$ cat config.mk
export PLATFORM = sky130hd
export DESIGN_NAME = regfile_mp
export DESIGN_NICKNAME = d
export VERILOG_FILES = /design/src/rtl/regfile_mp.sv
export SDC_FILE = /design/constraint.sdc
export NUM_CORES = 2
export LEC_CHECK = 0
export ABC_CLOCK_PERIOD_IN_PS = 6800
export CAP_MARGIN = 20
export CORE_ASPECT_RATIO = 1.1
export CORE_MARGIN = 4
export CORE_UTILIZATION = 57
export DETAILED_ROUTE_END_ITERATION = 7
export DONT_BUFFER_PORTS = 1
export MAX_ROUTING_LAYER = met4
export PLACE_DENSITY = 0.77
export SLEW_MARGIN = 20
export SYNTH_ARGS = -nofsm -noshare
export SYNTH_HDL_FRONTEND = slang
export SYNTH_SLANG_ARGS = --single-unit
$ cat constraint.sdc
create_clock -name clk -period 6.8 [get_ports clk]
set_input_delay 1.7 -clock clk [delete_from_list [all_inputs] [get_ports clk]]
set_output_delay 1.7 -clock clk [all_outputs]
set_load 0.02 [all_outputs]
$ cat src/rtl/regfile_mp.sv
// Multi-port general register file for the ID stage: NUM_RD combinational read ports,
// two synchronous write ports with bypass, and a post-reset clear sequencer gating 'ready'.
module regfile_mp #(
    parameter int DW      = 32,
    parameter int AW      = 5,
    parameter int NUM_RD  = 2,
    parameter int ZERO_R0 = 1
) (
    input  logic                 clk,
    input  logic                 rst,
    output logic                 ready,
    input  logic                 we0,
    input  logic [AW-1:0]        waddr0,
    input  logic [DW-1:0]        wdata0,
    input  logic                 we1,
    input  logic [AW-1:0]        waddr1,
    input  logic [DW-1:0]        wdata1,
    input  logic [NUM_RD-1:0]    re,
    input  logic [NUM_RD*AW-1:0] raddr,
    output logic [NUM_RD*DW-1:0] rdata
);
    localparam int         DEPTH    = 1 << AW;
    localparam logic [AW:0] DONE_PTR = (AW+1)'(DEPTH - 1);
    localparam bit         ZR       = (ZERO_R0 != 0);

    typedef enum logic [1:0] {
        ST_RST   = 2'd0,
        ST_CLEAR = 2'd1,
        ST_READY = 2'd2
    } state_t;

    state_t          state_r;
    state_t          state_s;
    logic [AW:0]     clr_ptr_r;
    logic [AW:0]     clr_ptr_s;
    logic            ready_r;
    logic            commit0_s;
    logic            commit1_s;
    logic [AW-1:0]   rd_addr_s;
    logic [DW-1:0]   regs_r [DEPTH];

    assign ready = ready_r;

    // Next-state and clear-pointer logic for the RST -> CLEAR -> READY sequencer
    always_comb begin
        state_s   = state_r;
        clr_ptr_s = clr_ptr_r;
        case (state_r)
            ST_RST: begin
                state_s   = ST_CLEAR;
                clr_ptr_s = '0;
            end
            ST_CLEAR: begin
                clr_ptr_s = clr_ptr_r + (AW+1)'(1);
                if (clr_ptr_r == DONE_PTR) begin
                    state_s = ST_READY;
                end else begin
                    state_s = ST_CLEAR;
                end
            end
            ST_READY: begin
                state_s = ST_READY;
            end
            default: begin
                state_s   = ST_RST;
                clr_ptr_s = '0;
            end
        endcase
    end

    // Sequencer state, clear pointer and registered ready flag
    always_ff @(posedge clk) begin
        if (!rst) begin
            state_r   <= ST_RST;
            clr_ptr_r <= '0;
            ready_r   <= 1'b0;
        end else begin
            state_r   <= state_s;
            clr_ptr_r <= clr_ptr_s;
            ready_r   <= (state_s == ST_READY);
        end
    end

    // Port 1 shadows port 0 on an address collision; entry 0 may be read-only zero
    always_comb begin
        commit0_s = we0 && !(ZR && (waddr0 == '0)) && !(we1 && (waddr1 == waddr0));
        commit1_s = we1 && !(ZR && (waddr1 == '0));
    end

    // Register array: cleared one entry per cycle during CLEAR, written only when READY
    always_ff @(posedge clk) begin
        if (rst && (state_r == ST_CLEAR)) begin
            regs_r[clr_ptr_r[AW-1:0]] <= '0;
        end else if (rst && (state_r == ST_READY)) begin
            if (commit0_s) begin
                regs_r[waddr0] <= wdata0;
            end
            if (commit1_s) begin
                regs_r[waddr1] <= wdata1;
            end
        end
    end

    // Combinational read ports; bypass only fires when ready, so it matches what commits
    always_comb begin
        rdata     = '0;
        rd_addr_s = '0;
        for (int k = 0; k < NUM_RD; k++) begin
            rd_addr_s = raddr[k*AW +: AW];
            if (!ready_r) begin
                rdata[k*DW +: DW] = '0;
            end else if (ZR && (rd_addr_s == '0)) begin
                rdata[k*DW +: DW] = '0;
            end else if (!re[k]) begin
                rdata[k*DW +: DW] = '0;
            end else if (we1 && (waddr1 == rd_addr_s)) begin
                rdata[k*DW +: DW] = wdata1;
            end else if (we0 && (waddr0 == rd_addr_s)) begin
                rdata[k*DW +: DW] = wdata0;
            end else begin
                rdata[k*DW +: DW] = regs_r[rd_addr_s];
            end
        end
    end

endmodule

==> results.cfg <==
[clocking]
clockBufferDepth = 3
cts_tree = built
clk_pin_slew_ps = 60
cts.htree.levels = 3
clkSinkCount = 1033
cts_hold_buf = 0
cts_made_buffers = 103
postCtsSetupBuffers = 0
cts_resized = 0
clk_latency_ps = 740
cts_root_buf = clkbuf_16

[final_layout]
antenna_cells = 0
synthToLayoutAreaGrowth_pct = 6.62
final_util_pct = 61.2
finalInstanceArea_um2 = 63600
drive_above_1_share_pct = 20.8
nNetsFinal = 4459

[critical_path]
cp_max_fo = 256
worstPathRequired_ps = 5100
ff2ff_setup_slack_ps = 2800
critPathArrivalTime_ps = 5010
path_class = in2out
critPathLaunchType = input port
endpoint_kind = output pin

[synthesis]
synth_top_area_share_pct = 51.5
yosys_warnings = 0
synth_top_flop_cell = edfxtp_1
synthArstFlopShare_pct = 0
synth_cell_type_count = 57
synth_edf_count = 1024
synth_seq_area_share_pct = 51.8
synth.area.top_cells = edfxtp_1, mux4_2, o21ai_0
syn_nets = 4873
yosys.area.top_type = edfxtp_1
ys_ff_latch = 1033
syn-cell-area_um2 = 59700
synthCells = 4782
syn_avg_cell_area_um2 = 12.5

[detailed_routing]
vias_per_cell = 7.40
drt-initial-drc-count = 7933
dr_total_vias = 43200
drt-wirelength-per-cell_um = 33.2
wl_mm = 194
ant_nets = 0
drc = 14
detail_route.first_pass.iterations = 8

[sta]
period_needed_ps = 6710
setup_tns_ps = 0
finalMaxSlewViolations = 455
maxSlewHeadroom_pct = -45.2
skew_ps = 62.7
fmax_mhz = 149
finalCritPeriodShare_pct = 98.7
finalSetupViolations = 0
worst_slew_pin_slew_ps = 2180
hold_violations = 0
setup_ws_ps = 88.7
rsz0062_at_grt = false

[global_routing]
grt_max_degree = 259
grt_pass1_vias = 42900
grt_pass1_wl_mm = 280
antenna_found_initial = 0
grt_util_all_layers_pct = 36.2
grt_overflow_total = 0

[placed_design]
portBuffers = 0
dpl_cell_area_um2 = 60300
hpwl_mm = 106
dp_slack_ps = 1030
gp_congestion = 0.871

[job]
cap_violations = 0

[die]
row_count = 124
die_height_um = 347
io_pins = 155
initial_core_util_pct = 57.4
dieArea_um2 = 110000
die_w_um = 316
core_area_um2 = 104000

[run_status]
outcome = complete, but fails checks
violations = design-rule violations, max-slew violations

[pwr]
p_leak_nw = 21.6
ir_worst_vdd_mv = 0.188
cellPowerDensity_nw_per_um2 = 204

[worst_hold_path]
hold_path_class = reg2reg
layer usage:
metal  global-route usage (%)  vias up  wire, µm
met5                        -        -         0
met4                     27.1        0     18800
met3                     10.0      991     29200
met2                     54.4     4196     89000
met1                     41.6    20600     56700
li1                         -    17400         -
final cells by class:
type                    count  area [µm²]
well taps                1386        1730
inverters                  41         154
fillers                  7533       40300
flip-flops and latches   1033       30900
clock buffers             130        2680
clock inverters            59         537
repair buffers             98         918
multi-input cells        3091       26700
path summary, 6_finish.rpt:
path                          from                      end  cells past startpoint
min          state_r[1]$_SDFF_PN0_    state_r[0]$_SDFF_PN0_                      1
max                       raddr[5]                rdata[52]                      4
max reg2reg  state_r[0]$_SDFF_PN0_  regs_r[4][16]$_DFFE_PP_                      5
min reg2reg  state_r[1]$_SDFF_PN0_    state_r[0]$_SDFF_PN0_                      1
cell families after synthesis:
kind of cell	share of synthesized area [%]
AND/OR/NAND/NOR	8.85
AO/OA/AOI/OAI	10.0
multiplexers	24.3
buffers and inverters	4.57
XOR/XNOR	0.367
flip-flops	51.8
adder cells (fa/ha/maj)	0.0210
cells in the mapped netlist (2+ instances only):
cell type  instances
a2111oi_0          2
a21oi_1            7
a222oi_1          31
a22oi_1           32
a32oi_1            2
a41o_1             2
a41oi_1            7
and3_1             7
and3b_1            3
buf_1             31
buf_12             2
buf_2             90
buf_4              2
buf_6             14
clkbuf_1         478
dfxtp_1            9
edfxtp_1        1024
inv_1             41
mux2i_1           15
mux4_1            27
mux4_2           606
nand2_1         1100
nand2b_1          68
nand3_1           38
nand4_1            2
nor2_1            19
nor2_2            22
nor2b_1            8
nor3_1             4
nor3b_1            2
nor4_1             6
nor4b_1            3
nor4bb_1           2
o21ai_0          998
o21bai_1           3
o22ai_1           28
or2_2              3
or3_1              2
xnor2_1            9
xor2_1            16
where the power goes:
| part | internal [mW] | switching, mW |
|---|---|---|
| registers | 6.90 | 0.00610 |
| clock network | 3.06 | 2.57 |
| logic | 0.314 | 0.122 |
| total | 10.3 | 2.70 |
stage by stage:
step | hold WS (ps) | power, mW | cells
CTS | 471 | 12.9 | 5835
global placement | 456 | 7.45 | 5646
floorplan | 427 | 7.64 | 4782
finish | 474 | 13.0 | 5838
global route | 516 | 13.2 | 5838
detailed placement | 460 | 7.46 | 5646
cells in the final DEF (no fill, tap or decap), types with 9 or more instances in the layout:
cell type  synthesis  routed
clkbuf_1         478      27
nand3_1           38      38
clkinv_2           0      22
mux4_1            27      27
a222oi_1          31      31
xor2_1            16      16
edfxtp_1        1024    1024
o21ai_0          998     998
o22ai_4            0      28
xnor2_1            9       9
mux4_2           606     606
clkinv_1           0      21
dfxtp_1            9       9
nor2_1            19      11
buf_4              2      84
inv_1             41      41
buf_12             2      13
nor2_4             0      30
a22oi_1           32      32
nand2_1         1100    1099
mux2i_1           15      15
clkbuf_16          0     103
nand2b_1          68      68
worst max-delay path: stages:
cell and delay, ps:
mux4_1 1090, mux4_2 560, a222oi_1 510, nand2_1 300
sequential cells by signal (all words and copies together), names as in the netlist:
| name | cells |
|---|---|
| clr_ptr_r | 6 |
| ready | 1 |
| regs_r | 1024 |
| state_r | 2 |
No activity file was read; power rests on OpenSTA's default activity.
